$ cat config.mk
export PLATFORM = sky130hd
export DESIGN_NAME = mux_arb
export DESIGN_NICKNAME = d
export VERILOG_FILES = /design/src/rtl/mux_arb.sv
export SDC_FILE = /design/constraint.sdc
export NUM_CORES = 1
export LEC_CHECK = 0
export CORE_MARGIN = 3
export CORE_UTILIZATION = 43
export CTS_BUF_LIST = sky130_fd_sc_hd__clkbuf_8 sky130_fd_sc_hd__clkbuf_16
export CTS_CLUSTER_SIZE = 30
export DETAILED_ROUTE_END_ITERATION = 8
export PLACE_DENSITY_LB_ADDON = 0.3
export SYNTH_ARGS = -nofsm -noshare
export SYNTH_HDL_FRONTEND = slang
export SYNTH_SLANG_ARGS = --single-unit
$ cat constraint.sdc
create_clock -name clk -period 5.81 [get_ports clk]
set_input_delay 0.8715 -clock clk [delete_from_list [all_inputs] [get_ports clk]]
set_output_delay 0.8715 -clock clk [all_outputs]
set_load 0.05 [all_outputs]
$ cat src/rtl/mux_arb.sv
// Registered N:1 word mux with valid/ready handshake; fixed-select or round-robin grant.
// Output stage carries the word, its complement and the winning channel index.
module mux_arb #(
   parameter int WLOG   = 3,
   parameter int WWIDTH = 8
) (
   input  logic                                  clk,
   input  logic                                  rst,
   input  logic [(1<<WLOG)-1:0][WWIDTH-1:0]      a,
   input  logic [(1<<WLOG)-1:0]                  a_valid,
   output logic [(1<<WLOG)-1:0]                  a_ready,
   input  logic                                  mode,
   input  logic [WLOG-1:0]                       sel,
   output logic [WWIDTH-1:0]                     out,
   output logic [WWIDTH-1:0]                     out_neg,
   output logic [WLOG-1:0]                       out_ch,
   output logic                                  out_valid,
   input  logic                                  out_ready
);

   localparam int N = 1 << WLOG;

   logic            load_en;
   logic            grant_vld;
   logic [WLOG-1:0] g;
   logic [WLOG-1:0] scan;
   logic [WLOG-1:0] ptr;

   assign load_en = !out_valid || out_ready;

   // rr scan starts at ptr and wraps through natural WLOG-bit overflow
   always_comb begin
      grant_vld = 1'b0;
      g         = '0;
      scan      = '0;
      if (!mode) begin
         g         = sel;
         grant_vld = a_valid[sel];
      end else begin
         for (int k = 0; k < N; k++) begin
            scan = ptr + WLOG'(k);
            if (!grant_vld && a_valid[scan]) begin
               grant_vld = 1'b1;
               g         = scan;
            end
         end
      end
   end

   always_comb begin
      a_ready = '0;
      if (grant_vld && load_en && !rst)
         a_ready[g] = 1'b1;
   end

   always_ff @(posedge clk) begin
      if (rst) begin
         out       <= '0;
         out_neg   <= '1;
         out_ch    <= '0;
         out_valid <= 1'b0;
         ptr       <= '0;
      end else if (load_en) begin
         if (grant_vld) begin
            out       <= a[g];
            out_neg   <= ~a[g];
            out_ch    <= g;
            out_valid <= 1'b1;
            if (mode)
               ptr <= g + WLOG'(1);
         end else begin
            out_valid <= 1'b0;
         end
      end
   end

endmodule

==> impl_metrics.csv <==
group,metric,value,unit
yosys,seq_area_frac_synth,18.56,%
sta,rsz0062_at_grt,"no",
final_layout,layout_commonest_cell,"clkdlybuf4s50_1",
cts,cts_resized,0,
sta,max_freq,0.1863,GHz
worst_setup_path,critPathBufInv,3,
sta,setup_viol,0,
global_route,grt_pass1_vias,2265,
worst_setup_path,rrSetupSlack,1.48,ns
yosys,synthesis.area,2481,µm²
worst_setup_path,worstPathMaxFanout,14,
worst_setup_path,timing.rr.start,"ptr[0]",
sta,min_period,5.369,ns
worst_setup_path,crit_path_cell_trace,"buf_4 -> inv_1 -> ha_1 -> mux4_1 -> mux2i_1 -> a32oi_1 -> or2_1 -> o21a_1 -> a221oi_4 -> nand4b_2 -> nor2_1 -> buf_4",
cts,cts_hold_buffers,0,
worst_setup_path,reg2reg_depth,13,
placement,hpwl,6421,µm
placement,portBuffers,106,
yosys,synth_compound_area_share,21.43,%
worst_setup_path,startpoint_type,"flop",
yosys,synthCells,245,
cts,cts_tree,"built",
cts,cts_setup_buffers,0,
yosys,synth_nets,327,
final_layout,drive_gt1_share,20.46,%
yosys,syn_area_per_cell,10.13,µm²
worst_setup_path,cp_slowest_cell,"mux4_1",
yosys,synthAdderAreaFrac,1.513,%
run_status,status,"complete, no violations",
final_layout,syn_to_final_growth,49.37,%
worst_setup_path,worstPathArrival,4.50,ns
final_layout,diodes,0,
floorplanning,dieArea,6717,µm²
floorplanning,die_w,81.96,µm
power,p_comb_share,73.0,%
sta,finalSetupTns,0,ns
yosys,synth_xor_area_share,1.412,%
cts,htree_levels,1,
cts,cts.sinks,23,
power,p_clk_share,8.0,%
power,power_switching,0.6031,mW
sta,fin_crit_sh,92.40,%
floorplanning,initial_core_util,44.78,%
cts,clk_latency,0.27,ns
routing,final_antenna_net_count,0,
yosys,yosysWarnings,0,
final_layout,instances_no_fill,419,
global_route,antenna_found_initial,0,
routing,avgRoutedWirePerCell,18.77,µm
worst_setup_path,crit_path_end_kind,"primary output",
power,seq_power_share,19.1,%
sta,hold_viol,0,
routing,drt-total-wl,7865,µm
routing,drt-initial-drc-count,99,
yosys,synth_top_family_by_area,"multiplexers",
worst_setup_path,critPathRequiredTime,4.94,ns
power,p_per_area,343.2,nW/µm²
worst_setup_path,startpoint,"ptr[0]",
cts,numCtsBuffers,3,
final_layout,mostFrequentLayoutCells,"clkdlybuf4s50_1, mux2i_1, mux2_2",
yosys,ys_ff_latch,23,
placement,dp.cells,415,
sta,worst_pin_slew,0.8378,ns
routing,drt_drc_violations_left,0,
worst_setup_path,crit_end,"a_ready[7]",
power,swShare,47.42,%
routing,viasPerCell,5.823,
power,intPower,0.6687,mW
yosys,synth_area_leader_cell,"dfxtp_1",
min_path,hold_class,"reg2reg",
floorplanning,fp.dieH,81.96,µm
floorplanning,std_cell_rows,27,
power,leakagePower,1.429,nW
yosys,synth_edf_count,0,
yosys,synth-simple-area-share,15.83,%
final_layout,final_nets,430,
worst_setup_path,rr_endpoint,"out_neg[4]",
yosys,async_flop_share,0,%
global_route,grt.total_usage,22.19,%
global_route,grt_max_degree,22,
placement,place.gp.congestion,0.9548,
yosys,synthFlopType,"dfxtp_1",
worst_setup_path,cp_common_cell,"buf_4",
floorplanning,core,5540,µm²
global_route,grt_pass1_wl,11720,µm
yosys,synth.distinct_cells,57,
sta,skew,0.005103,ns
sta,relSlewSlack,44.15,%
sta,slew_viol_final,0,
worst_setup_path,cp_slowest_stage_delay,0.71,ns
yosys,muxShareOfSynthArea,35.96,%
yosys,synth.area.top_cells,"dfxtp_1, mux2_2, mux2i_1",
worst_setup_path,crit_type,"reg2out",
routing,vias,2440,
global_route,grt_overflow,0,
worst_setup_path,crit_cells,12,
routing,firstDrtPassIters,4,
floorplanning,io_pins,107,
run,cap_violations,0,
cts,ctsRootBufferMaster,"clkbuf_8",
cts,cts.reportedPaths.clkPinSlew,0.09,ns
power,peakVddDrop,0.2313,mV
worst_setup_path,cpLargestDelayFamily,"simple AND/OR/NAND/NOR gates",
cts,cts_buffer_depth,2,
yosys,yosys.area.top_type_share,18.56,%
[area by class of cell]
| class | count | area, µm² |
|---|---|---|
| inverter | 6 | 22.52 |
| tap | 72 | 90.09 |
| timing repair buffer | 114 | 1176 |
| multi-input combinational | 200 | 1908 |
| clock inverter | 1 | 7.507 |
| sequential | 23 | 460.4 |
| fill | 446 | 1834 |
| clock buffer | 3 | 41.29 |
[flip-flops by register name, indices dropped and copies added, names as in the netlist]
signal	cells
out	8
out_ch	3
out_neg	8
out_valid	1
ptr	3
[worst min-delay path, delay by kind of cell, from the launching register on]
kind	cells	cell delay, ns
flops	1	0.34
simple gates	2	0.12
[layer usage]
metal / routed length (µm) / vias up / GRT usage (%)
met5: 0 / - / 0
li1: - / 1174 / -
met1: 3373 / 1166 / 30.77
met3: 541 / 9 / 2.741
met4: 66 / 0 / 3.488
met2: 3884 / 91 / 37.40
[cell usage after synthesis (2+ instances only)]
cell / count
o311a_1: 8
a21oi_1: 3
o21bai_1: 2
nand2_1: 16
buf_2: 6
ha_1: 3
nor2_1: 18
xnor2_1: 3
nor2b_1: 3
a211oi_1: 4
o311ai_1: 2
dfxtp_1: 23
buf_6: 5
mux4_1: 6
o21ai_0: 4
a2bb2oi_1: 8
mux2i_1: 28
mux4_2: 6
clkbuf_1: 3
inv_1: 6
mux2_2: 27
a22oi_2: 8
nand3_1: 9
a32oi_1: 2
o22ai_1: 3
and2_1: 8
[stage by stage]
stage                     setup slack (ns)  utilization, %  instance area, µm²  hold slack, ns  power, mW
after floorplan                     0.9417               -                2481          0.6888     0.9055
after global placement              0.5804           66.01                3657          0.4502      1.159
after detailed placement            0.5404           66.01                3657          0.4638      1.172
after CTS                           0.4794           66.89                3706          0.4848      1.272
after global routing                0.1236           66.89                3706          0.5042      1.340
final                               0.4415           66.89                3706          0.4805      1.272
[logic make-up after synthesis]
family / Yosys count
xor+xnor: 4
buf+inv: 22
simple gates: 69
compound gates: 56
flops: 23
fa+ha+maj: 3
mux: 68
[power by group through the flow]
stage,clock network [mW],registers [mW],logic (mW)
global placement,0,0.243,0.916
CTS,0.102,0.242,0.928
detailed placement,0,0.246,0.926
finish,0.101,0.243,0.928
floorplan,0,0.384,0.522
global route,0.108,0.248,0.985
[how the worst min path moves through the flow]
stage | to | startpoint | cells past startpoint | slack (ns)
floorplan | out[0] | out[0] | 2 | 0.69
global placement | out[3] | out[3] | 2 | 0.45
detailed placement | out[0] | out[0] | 2 | 0.46
CTS | out[0] | out[0] | 2 | 0.48
global route | out[0] | out[0] | 2 | 0.50
finish | out[0] | out[0] | 2 | 0.48
No activity file was read; power rests on OpenSTA's default activity.
